## src/rtl/part_select_pipe.sv

```systemverilog
// part_select_pipe
// Two-stage elastic, runtime-indexed bit-field extractor.
// For a signed start index (window MSB) the block returns
//   out[OUT_WIDTH-1-k] = in[start-k], k = 0..OUT_WIDTH-1 (out-of-range bits read 0)
// together with a sticky flag (OR of bits below the window) and an overflow
// flag (OR of bits above the window).
//
// Ports
//   clock, resetn            rising-edge clock, asynchronous active-low reset
//   in_valid / in_ready      source handshake (in_ready has no path from in_valid)
//   in_data  [IN_WIDTH]      source vector
//   in_start [IDX_WIDTH]     signed index of the window MSB
//   out_valid / out_ready    sink handshake
//   out_data [OUT_WIDTH]     extracted window, straight from the s2 register
//   out_sticky, out_overflow dropped-bit flags, straight from s2 registers
//
// Stage s1 captures the transaction and the two flags (computed from bit masks
// at the input). Stage s2 holds the shifted window. Latency is exactly 2.

module part_select_pipe #(
    parameter int unsigned IN_WIDTH  = 32,
    parameter int unsigned OUT_WIDTH = 16,
    parameter int unsigned IDX_WIDTH = 8
) (
    input  logic                 clock,
    input  logic                 resetn,
    input  logic                 in_valid,
    output logic                 in_ready,
    input  logic [IN_WIDTH-1:0]  in_data,
    input  logic [IDX_WIDTH-1:0] in_start,
    output logic                 out_valid,
    input  logic                 out_ready,
    output logic [OUT_WIDTH-1:0] out_data,
    output logic                 out_sticky,
    output logic                 out_overflow
);

    // Source vector padded below by 2*OUT_WIDTH zeros so that a window whose
    // low end falls under bit 0 becomes a plain right shift.
    localparam int unsigned EXT_WIDTH   = IN_WIDTH + 2 * OUT_WIDTH;
    localparam int unsigned SHAMT_WIDTH = $clog2(EXT_WIDTH + 2);
    // Signed working width: holds every legal index and every shift amount.
    localparam int unsigned CALC_WIDTH  =
        ((IDX_WIDTH > SHAMT_WIDTH) ? IDX_WIDTH : SHAMT_WIDTH) + 2;

    // ------------------------------------------------------------------
    // Handshake / stage advance
    // ------------------------------------------------------------------
    logic s1_valid;
    logic s2_valid;
    logic s1_load;
    logic s2_load;

    assign s2_load  = s1_valid && (!s2_valid || out_ready);
    assign in_ready = !s1_valid || s2_load;
    assign s1_load  = in_valid && in_ready;

    // ------------------------------------------------------------------
    // Input-side index arithmetic and flag masks
    // ------------------------------------------------------------------
    logic signed [CALC_WIDTH-1:0] in_hi;
    logic signed [CALC_WIDTH-1:0] in_lo;
    logic        [IN_WIDTH-1:0]   ovf_mask;
    logic        [IN_WIDTH-1:0]   stk_mask;

    assign in_hi = CALC_WIDTH'($signed(in_start));
    assign in_lo = in_hi - $signed(CALC_WIDTH'(OUT_WIDTH - 1));

    // Bit i is above the window when i > hi, below it when i < lo.
    always_comb begin
        ovf_mask = '0;
        stk_mask = '0;
        for (int i = 0; i < int'(IN_WIDTH); i++) begin
            ovf_mask[i] = ($signed(CALC_WIDTH'(i)) > in_hi);
            stk_mask[i] = ($signed(CALC_WIDTH'(i)) < in_lo);
        end
    end

    // ------------------------------------------------------------------
    // Stage s1: captured transaction and precomputed flags
    // ------------------------------------------------------------------
    logic [IN_WIDTH-1:0]  s1_data;
    logic [IDX_WIDTH-1:0] s1_start;
    logic                 s1_sticky;
    logic                 s1_overflow;

    always_ff @(posedge clock or negedge resetn) begin
        if (!resetn) begin
            s1_valid    <= 1'b0;
            s1_data     <= '0;
            s1_start    <= '0;
            s1_sticky   <= 1'b0;
            s1_overflow <= 1'b0;
        end else if (s1_load) begin
            s1_valid    <= 1'b1;
            s1_data     <= in_data;
            s1_start    <= in_start;
            s1_sticky   <= |(in_data & stk_mask);
            s1_overflow <= |(in_data & ovf_mask);
        end else if (s2_load) begin
            s1_valid    <= 1'b0;
        end
    end

    // ------------------------------------------------------------------
    // Window shift from s1 into s2
    // ------------------------------------------------------------------
    // in[i] sits at ext[i + 2*OUT_WIDTH]; out[j] = in[lo + j], so the right
    // shift is lo + 2*OUT_WIDTH = start + OUT_WIDTH + 1, which is >= 1 for
    // every legal start. Shifts past the top fill with zeros.
    logic signed [CALC_WIDTH-1:0] s1_hi;
    logic        [CALC_WIDTH-1:0] s1_shamt;
    logic        [EXT_WIDTH-1:0]  s1_ext;
    logic        [OUT_WIDTH-1:0]  s1_window;

    assign s1_hi     = CALC_WIDTH'($signed(s1_start));
    assign s1_shamt  = CALC_WIDTH'(s1_hi + $signed(CALC_WIDTH'(OUT_WIDTH + 1)));
    assign s1_ext    = {s1_data, {(2 * OUT_WIDTH){1'b0}}};
    assign s1_window = OUT_WIDTH'(s1_ext >> s1_shamt);

    // ------------------------------------------------------------------
    // Stage s2: output registers
    // ------------------------------------------------------------------
    logic [OUT_WIDTH-1:0] s2_data;
    logic                 s2_sticky;
    logic                 s2_overflow;

    always_ff @(posedge clock or negedge resetn) begin
        if (!resetn) begin
            s2_valid    <= 1'b0;
            s2_data     <= '0;
            s2_sticky   <= 1'b0;
            s2_overflow <= 1'b0;
        end else if (s2_load) begin
            s2_valid    <= 1'b1;
            s2_data     <= s1_window;
            s2_sticky   <= s1_sticky;
            s2_overflow <= s1_overflow;
        end else if (out_ready) begin
            s2_valid    <= 1'b0;
        end
    end

    assign out_valid    = s2_valid;
    assign out_data     = s2_data;
    assign out_sticky   = s2_sticky;
    assign out_overflow = s2_overflow;

endmodule

```

## config.mk

```make
export PLATFORM = sky130hd
export DESIGN_NAME = part_select_pipe
export DESIGN_NICKNAME = d
export VERILOG_FILES = /design/src/rtl/part_select_pipe.sv
export SDC_FILE = /design/constraint.sdc
export NUM_CORES = 1
export LEC_CHECK = 0
export ABC_AREA = 1
export CAP_MARGIN = 20
export CORE_MARGIN = 2
export CORE_UTILIZATION = 23
export DETAILED_ROUTE_END_ITERATION = 12
export GPL_ROUTABILITY_DRIVEN = 0
export HOLD_SLACK_MARGIN = 0.06
export SYNTH_ARGS = -nofsm -noshare
export SYNTH_HDL_FRONTEND = slang
export SYNTH_SLANG_ARGS = --single-unit
```

## constraint.sdc

```tcl
create_clock -name clock -period 2.4 [get_ports clock]
set_input_delay 0.24 -clock clock [delete_from_list [all_inputs] [get_ports clock]]
set_output_delay 0.24 -clock clock [all_outputs]
set_load 0.05 [all_outputs]
```

### Yosys cells after proc, flatten, opt, wreduce, memory -nomap -nowiden

Cells that the tools add are included.

| operators by class | value |
|---|---|
| add/sub/neg operators | 2 |
| mux-type cells | 4 |
| shift operators | 1 |
| magnitude comparators | 64 |
| bitwise gates (word level) | 2 |
| reduce and logical (&&, ||, !) cells | 10 |

Operator list:

| cell | number |
|---|---|
| $lt A6 B9 Y1 const A | 16 |
| $gt A6 B8 Y1 const A | 16 |
| $lt A5 B9 Y1 const A | 8 |
| $and A32 B32 Y32 | 2 |
| $gt A5 B8 Y1 const A | 8 |
| $reduce_or A32 Y1 | 2 |
| $shr A64 B10 Y16 | 1 |
| $lt A4 B9 Y1 const A | 4 |
| $gt A4 B8 Y1 const A | 4 |
| $lt A3 B9 Y1 const A | 2 |
| $gt A3 B8 Y1 const A | 2 |
| $add A8 B6 Y9 const B | 1 |
| $lt A1 B9 Y1 const A | 1 |
| $lt A2 B9 Y1 const A | 1 |
| $sub A8 B5 Y9 const B | 1 |
| $gt A1 B8 Y1 const A | 1 |
| $gt A2 B8 Y1 const A | 1 |
| $mux W1 | 4 |
| $reduce_bool A2 Y1 | 2 |
| $logic_and A1 B1 Y1 | 2 |
| $logic_not A1 Y1 | 2 |
| $logic_or A1 B1 Y1 | 2 |

| word-level totals | value |
|---|---|
| input port bits | 44 |
| flip-flop bits (word level) | 62 |

### Depth between registers and ports, before layout

Gate-level depths: netlist of the first run.

| logic depth | value |
|---|---|
| depth after elaboration | 6 |
| depth in mapped cells | 20 |
| gate-level depth less buffers | 19 |

### Least setup slack after synthesis of the first run

Ideal clock, no wire load.

| timing | value |
|---|---|
| path type | reg-to-reg |
| from | register s2_valid, in the netlist out_valid |
| to | register s1_data[14] |
| library setup time | 117 ps |
| data required time | 2283 ps |
| buffers on the path | 1 |
| stages on the path, launching flop included | 7 |
| path slack | 311 ps |
| data arrival time | 1972 ps |
| period minus slack after synthesis | 2089 ps |
| path through | dfrtp_1 -> nand3_1 -> nand2_1 -> inv_1 -> clkbuf_1 -> nand2_1 -> nand2_1 |

| on the way | value |
|---|---|
| word-level cells in the longest chain between the ends | 5 |

Ends and longest elaborated chain:

| element | RTL line | text |
|---|---|---|
| start, declared | 50 | `logic s2_valid;` |
| start signal, assigned | 130 | `s2_valid <= 1'b0;` |
| start signal, assigned | 135 | `s2_valid <= 1'b1;` |
| start signal, assigned | 140 | `s2_valid <= 1'b0;` |
| $logic_not A1 Y1 | 54 | `assign s2_load = s1_valid && (!s2_valid \|\| out_ready);` |
| $logic_or A1 B1 Y1 | 54 |  |
| $logic_and A1 B1 Y1 | 54 |  |
| $logic_or A1 B1 Y1 | 55 | `assign in_ready = !s1_valid \|\| s2_load;` |
| via in_ready | 28 | `output logic in_ready,` |
| $logic_and A1 B1 Y1 | 56 | `assign s1_load = in_valid && in_ready;` |
| end signal, assigned | 96 | `s1_data <= in_data;` |
| end, declared | 82 | `logic [IN_WIDTH-1:0] s1_data;` |

The timed path passes the listed nets, and every way through them passes these cells.
A chain may end at the register's enable or synchronous reset.

### Worst setup path after layout of the first run

| timing | value |
|---|---|
| from | register s1_start[1] |
| to | register s2_data[2], in the netlist out_data[2] |

| on the way | value |
|---|---|
| word-level cells in the longest chain between the ends | 2 |

Ends and longest elaborated chain:

| element | RTL line | text |
|---|---|---|
| start, declared | 83 | `logic [IDX_WIDTH-1:0] s1_start;` |
| start signal, assigned | 97 | `s1_start <= in_start;` |
| $add A8 B6 Y9 | 117 | `assign s1_shamt = CALC_WIDTH'(s1_hi + $signed(CALC_WIDTH'(OUT_WIDTH + 1)));` |
| $shr A64 B10 Y16 | 119 | `assign s1_window = OUT_WIDTH'(s1_ext >> s1_shamt);` |
| end signal, assigned | 136 | `s2_data <= s1_window;` |
| end, declared | 124 | `logic [OUT_WIDTH-1:0] s2_data;` |

No other way between the ends.

==> impl_metrics.yaml, run 1 <==
outcome:
  outcome: "complete, but fails checks"
  violations: "DRC"
finish:
  layout_common_cells: "375 x nand2_1, 236 x nand3_1, 97 x buf_4"
  area_delta_synth_final_pct: 37.3
  fin_area_sq_um: 8420
  finalNetCount: 1255
  diodes: 0
  final_common_cell: "nand2_1"
  utilization: 0.322
  drive_gt1_frac: 0.160
clock_tree:
  cts_buffers: 9
  clockBufferDepth: 2
  path_clk_slew_ns: 0.06
  cts_tree: "built"
  clock-sinks: 62
  clock_latency_ns: 0.34
  cts_root_buffer: "clkbuf_16"
  htree_levels: 3
power_and_ir_drop:
  pwr-share-seq: 0.223
  ir_worst_vdd_uv: 330
  p_leak_nw: 4.15
  switching_power_mw: 3.14
  power_density_nw_per_um2: 776
  power.internal_mw: 3.39
  sw_frac_of_total: 0.480
  power_frac_clock: 0.204
  comb_power_share: 0.573
timing:
  fmaxAchievable_mhz: 443
  fin_tns_setup_ns: 0
  period_minus_slack_ns: 2.26
  slew_headroom: 0.513
  finalHoldViolCount: 0
  hold_slack_ns: 0.430
  clock_skew_ns: 0.00788
  finalSetupViolations: 0
  slew_violations: 0
  rsz0062_at_grt: "true"
  min_period_over_period: 0.941
  worstMarginPinSlew_ns: 0.731
setup_path:
  cp.buffers_inverters: 2
  r2r_cells: 17
  start_kind: "register"
  path_cells: "ha_2, nand3_1, nand2_1, nand2_1, nand2_2, buf_6, buf_12, nand3_1, nand2_1, nand3_1, nand3_1, nand3_1, nand3_1, nand2_1, nand2_1, nand2_1, nand2_1"
  cp.arrival_ns: 2.49
  max_stage_delay_ns: 0.42
  crit_fanout: 16
  crit_top_cell: "nand2_1"
  end_kind: "register"
  crit_required_ns: 2.63
  critPathKind: "reg -> reg"
  cp_num_cells: 17
  cp_top_family: "simple AND/OR/NAND/NOR gates"
  slowest_stage: "dfrtp_1"
synthesis:
  ys_seq_elements: 62
  seq_area_frac_synth: 0.253
  synth_area_sq_um: 6130
  avgSynthCellArea_sq_um: 5.70
  ys_types: 35
  yosysWarnings: 0
  synth_nets: 1125
  synthCells: 1075
routing:
  vias_per_cell: 5.11
  ant_nets: 0
  first_pass_iters: 12
  drc: 3
  drt_wl_total_microns: 23900
  routedWlPerCell_microns: 15.5
  num_vias: 7900
  drt-initial-drc-count: 1063
floorplanning:
  die_w_microns: 167
  ioPinCount: 64
  rows: 59
  die-area_sq_um: 28000
  die_y_microns: 167
  start_util: 0.235
  design.core.area_sq_um: 26100
grt:
  grt_pass1_wl_microns: 38100
  track_usage: 0.168
  antenna_found_initial: 0
  grt_pass1_vias: 7285
  grt_max_degree: 63
  grt-ovfl-total: 0
hold_path:
  whs_path_depth: 4
  hp-class: "in -> reg"
job:
  drv_cap: 0
place:
  place_area_sq_um: 7780
  place.port_buffers: 63
  hpwl_microns: 18600
==> power by group through the flow <==
stage / clock network (mW) / registers, mW / logic, mW
after CTS: 1.36 / 1.45 / 3.56
after global placement: 0 / 1.46 / 3.53
final: 1.34 / 1.46 / 3.74
after global routing: 1.40 / 1.49 / 4.11
after detailed placement: 0 / 1.47 / 3.55
after floorplan: 0 / 1.90 / 1.88
==> final timing paths <==
path	start	end	slack, ns
min in group asynchronous	resetn	out_data[14]	0.49
max in group asynchronous	resetn	s1_start[2]	1.16
min	in_start[5]	s1_start[5]	0.43
max reg2reg	s1_start[1]	out_data[2]	0.14
min reg2reg	out_data[12]	out_data[12]	0.48
max	s1_start[1]	out_data[2]	0.14
==> final cells by class <==
class | instances | area, sq um
Clock buffer | 10 | 229
Clock inverter | 6 | 70.1
Fill cell | 2905 | 17700
Inverter | 80 | 300
Multi-Input combinational cell | 878 | 4230
Sequential cell | 62 | 1550
Tap cell | 335 | 419
Timing Repair Buffer | 174 | 1620
==> metal layers <==
| metal | part of all wire | global-route usage |
|---|---|---|
| met1 | 0.46 | 0.238 |
| met2 | 0.44 | 0.259 |
| met3 | 0.077 | 0.0232 |
| met4 | 0.030 | 0.0647 |
| met5 | 0 | 0 |
==> sequential cells by signal (all words and copies together), names as in the netlist <==
| name | cells |
|---|---|
| out_valid | 1 |
| out_sticky | 1 |
| s1_valid | 1 |
| s1_sticky | 1 |
| out_overflow | 1 |
| s1_start | 8 |
| s1_data | 32 |
| s1_overflow | 1 |
| out_data | 16 |
==> stage by stage <==
stage	std cells	total power [mW]	setup WS (ns)
finish	1545	6.53	0.142
CTS	1537	6.38	0.0604
global placement	1520	4.99	-0.270
global route	1545	7.00	-0.0414
floorplan	1075	3.78	0.311
detailed placement	1520	5.02	-0.292
==> synthesized netlist by cell type <==
master | n | area, sq um
ha_1 | 6 | 75.1
o2111a_1 | 1 | 11.3
o2111ai_1 | 1 | 8.76
mux2_2 | 2 | 22.5
o22ai_1 | 1 | 6.26
xnor2_1 | 1 | 8.76
inv_2 | 4 | 15.0
o21ai_0 | 70 | 350
nand3_2 | 2 | 20.0
nand3b_1 | 1 | 7.51
a32o_1 | 1 | 10.0
nand2_1 | 387 | 1450
clkbuf_1 | 25 | 93.8
buf_1 | 10 | 37.5
nor2_2 | 5 | 31.3
clkinv_1 | 3 | 11.3
buf_2 | 17 | 85.1
o21ai_1 | 1 | 5.00
a311oi_1 | 1 | 8.76
buf_6 | 1 | 11.3
nor2_1 | 67 | 251
o311ai_0 | 3 | 26.3
nand2_2 | 3 | 18.8
nor2_4 | 2 | 22.5
a31oi_1 | 1 | 6.26
nand3_1 | 256 | 1280
o31ai_1 | 3 | 22.5
dfrtp_1 | 62 | 1550
nor3_1 | 8 | 40.0
inv_1 | 73 | 274
buf_4 | 2 | 15.0
xor2_1 | 4 | 35.0
a21oi_1 | 13 | 65.1
nand4_1 | 31 | 194
o211ai_1 | 7 | 52.6
==> kinds of logic (layout without fill, tap and decap cells) <==
| group | Yosys count | after routing | synth area share |
|---|---|---|---|
| xor gates and xnor gates | 5 | 5 | 0.00715 |
| adders and majority gates | 6 | 6 | 0.0122 |
| buffers and inverters | 135 | 270 | 0.0886 |
| AOI/OAI and AO/OA | 103 | 103 | 0.0935 |
| DFF | 62 | 62 | 0.253 |
| muxes | 2 | 2 | 0.00367 |
| and+or+nand+nor | 762 | 762 | 0.542 |
==> tightest hold or removal path: cells and delay by family <==
family / cells / cell delay (ns)
AO/OA/AOI/OAI: 1 / 0.09
buffers and inverters: 3 / 0.40
==> repair_timing <==
action | 4_1_cts | 5_1_grt
hold endpoints to repair | 25 | 0
buffers inserted | 0 | 5
hold buffers | 1 | 0
endpoints found under the setup margin | 0 | 18
gates resized for setup | 0 | 67
(Power assumes the default switching activity.)
==> run 2: changes to the inputs <==
--- a/config.mk
+++ b/config.mk
@@ -9,6 +9,7 @@
 export CAP_MARGIN = 20
 export CORE_MARGIN = 2
 export CORE_UTILIZATION = 23
+export CTS_BUF_LIST = sky130_fd_sc_hd__clkbuf_16
 export DETAILED_ROUTE_END_ITERATION = 12
 export GPL_ROUTABILITY_DRIVEN = 0
 export HOLD_SLACK_MARGIN = 0.06
==> constraint.sdc (replaced) <==
create_clock -name clock -period 2.4 [get_ports clock]
set_input_delay 0.48 -clock clock [delete_from_list [all_inputs] [get_ports clock]]
set_output_delay 0.48 -clock clock [all_outputs]
set_load 0.05 [all_outputs]
==> run 2 against run 1 <==
Effect of this change: the run still ends with DRC left; die area stayed put; count of clock-buffer cells in the layout shrank 1; critical endpoint unchanged; via count is essentially flat; sequential power hardly changed; final cell count grew 0.71%; sequential share of layout area is 0.68 points lower; register-to-register slack got worse by 0.04 ns; first-iteration DRC count down 19%; largest power group unchanged; design area increased by 3.8%; power rose by 3.3%; clock skew is essentially flat.
==> impl_metrics.yaml, run 2 (synthesis results as in run 1) <==
outcome:
  outcome: "complete, but fails checks"
  violations: "DRC"
finish:
  layoutNonFillerInstCount: 1556
  diodes: 0
  layout_common_cells: "367 x nand2_1, 211 x nand3_1, 106 x buf_4"
  final_common_cell: "nand2_1"
  largest_register_ffs: 32
  drive_gt1_frac: 0.197
  fillers: 2890
  area_delta_synth_final_pct: 42.6
  top_register: "s1_data"
  fin_area_sq_um: 8740
  finalNetCount: 1266
clock_tree:
  path_clk_slew_ns: 0.06
  cts_buffers: 9
  clock_latency_ns: 0.35
  cts_hold_buffers: 0
  clock-sinks: 62
  clockBufferDepth: 2
  htree_levels: 3
  cts_tree: "built"
  cts_root_buffer: "clkbuf_16"
floorplanning:
  rows: 59
  die_y_microns: 167
  design.core.area_sq_um: 26100
  ioPinCount: 64
  die-area_sq_um: 28000
  start_util: 0.235
  die_w_microns: 167
routing:
  first_pass_iters: 10
  ant_nets: 0
  vias_per_cell: 5.08
  drt-initial-drc-count: 858
  num_vias: 7904
  drc: 4
  drt_wl_total_microns: 24100
  routedWlPerCell_microns: 15.5
timing:
  slew_headroom: 0.646
  finalSetupViolations: 0
  slew_violations: 0
  period_minus_slack_ns: 2.29
  finalHoldViolCount: 0
  min_period_over_period: 0.956
  rsz0062_at_grt: "true"
  fin_tns_setup_ns: 0
  clock_skew_ns: 0.00817
  fmaxAchievable_mhz: 436
  worstMarginPinSlew_ns: 0.531
setup_path:
  critical_path.endpoint: "out_data[2]"
  ff2ff_setup_slack_ns: 0.11
  crit_required_ns: 2.63
  reg2reg_to: "out_data[2]"
  start_kind: "register"
  crit_fanout: 8
  startpoint: "s1_start[0]"
  r2r_start: "s1_start[0]"
  cp.arrival_ns: 2.53
  r2r_cells: 17
  critPathKind: "reg -> reg"
  end_kind: "register"
power_and_ir_drop:
  switching_power_mw: 3.19
  ir_worst_vdd_uv: 370
  pwr-share-seq: 0.216
  power_density_nw_per_um2: 772
  power_frac_clock: 0.211
  power.internal_mw: 3.55
  comb_power_share: 0.573
  sw_frac_of_total: 0.473
  p_leak_nw: 4.30
grt:
  grt_pass1_wl_microns: 38000
  antenna_found_initial: 0
  grt_max_degree: 62
  grt_pass1_vias: 7398
  track_usage: 0.169
  grt-ovfl-total: 0
place:
  place_area_sq_um: 7860
  place.port_buffers: 63
  place_inst: 1527
  hpwl_microns: 18500
job:
  drv_cap: 0
hold_path:
  hp-class: "in -> async"
-- run 2: cell types whose count changed in the layout (fill, tap and decap cells not counted), sizes merged --
cell,before,now
buf,108,121
bufinv,1,2
dlymetal6s2s,6,5
clkdlybuf4s15,0,1
clkdlybuf4s50,56,53
inv,79,78
clkinv,3,5
bufbuf,0,1
clkinvlp,3,2
dlygate4sd3,1,0
-- run 2: power by group through the flow --
stage	Clock, mW	Sequential (mW)	Combinational, mW
3_5_place_dp	0	1.47	3.55
2_1_floorplan	0	1.90	1.88
5_1_grt	1.50	1.50	4.23
4_1_cts	1.45	1.45	3.59
6_report	1.42	1.46	3.86
3_3_place_gp	0	1.46	3.55
-- run 2: worst min-delay path by stage --
stage,cells past startpoint,slack (ns),to,start
2_1_floorplan,0,0.18,out_data[0],resetn
3_3_place_gp,2,0.46,out_data[7],out_data[7]
3_5_place_dp,2,0.47,out_data[13],out_data[13]
4_1_cts,1,0.14,out_data[12],resetn
5_1_grt,1,0.17,out_data[12],resetn
6_report,1,0.12,s1_data[18],resetn
-- run 2: layer usage --
layer,global-route usage,share of wire,up-vias,routed length [microns]
li1,-,-,3879,-
met1,0.235,0.45,3599,10900
met2,0.258,0.44,360,10600
met3,0.0236,0.066,66,1590
met4,0.0783,0.043,0,1030
met5,0,0,-,0
-- run 2: stage by stage --
step | power [mW] | setup WS [ns] | hold slack, ns | utilization
after floorplan | 3.78 | 0.190 | 0.184 | -
after global placement | 5.01 | -0.410 | 0.463 | 0.301
after detailed placement | 5.02 | -0.484 | 0.468 | 0.301
after CTS | 6.50 | 0.00565 | 0.137 | 0.317
after global routing | 7.22 | -0.0598 | 0.168 | 0.334
final | 6.75 | 0.105 | 0.118 | 0.334
-- run 2: what timing repair did --
action	in CTS	in global routing
setup endpoints to repair	2	18
gates cloned	2	3
gates resized for setup	11	105
pin swaps	4	14
setup buffers	4	4
-- run 2: area by class of cell --
| type | count | area (sq um) | share of cell area |
|---|---|---|---|
| clock buffers | 9 | 225 | 0.0258 |
| clock inverters | 7 | 96.3 | 0.0110 |
| inverters | 80 | 303 | 0.0347 |
| multi-input cells | 878 | 4400 | 0.503 |
| flip-flops and latches | 62 | 1550 | 0.178 |
| well taps | 335 | 419 | 0.0480 |
| repair buffers | 185 | 1740 | 0.200 |
-- run 2: worst max-delay path: stages (launching register included) --
cell and delay [ns]:
dfrtp_1 0.43, ha_2 0.21, nand3_2 0.06, nand2_1 0.07
nand2_1 0.08, nand2_2 0.09, buf_8 0.16, clkbuf_16 0.16
nand3_1 0.10, nand2_1 0.10, nand3_1 0.12, nand3_1 0.11
nand3_1 0.11, nand3_1 0.09, nand2_1 0.08, nand2_1 0.06
nand2_1 0.10, nand2_1 0.05
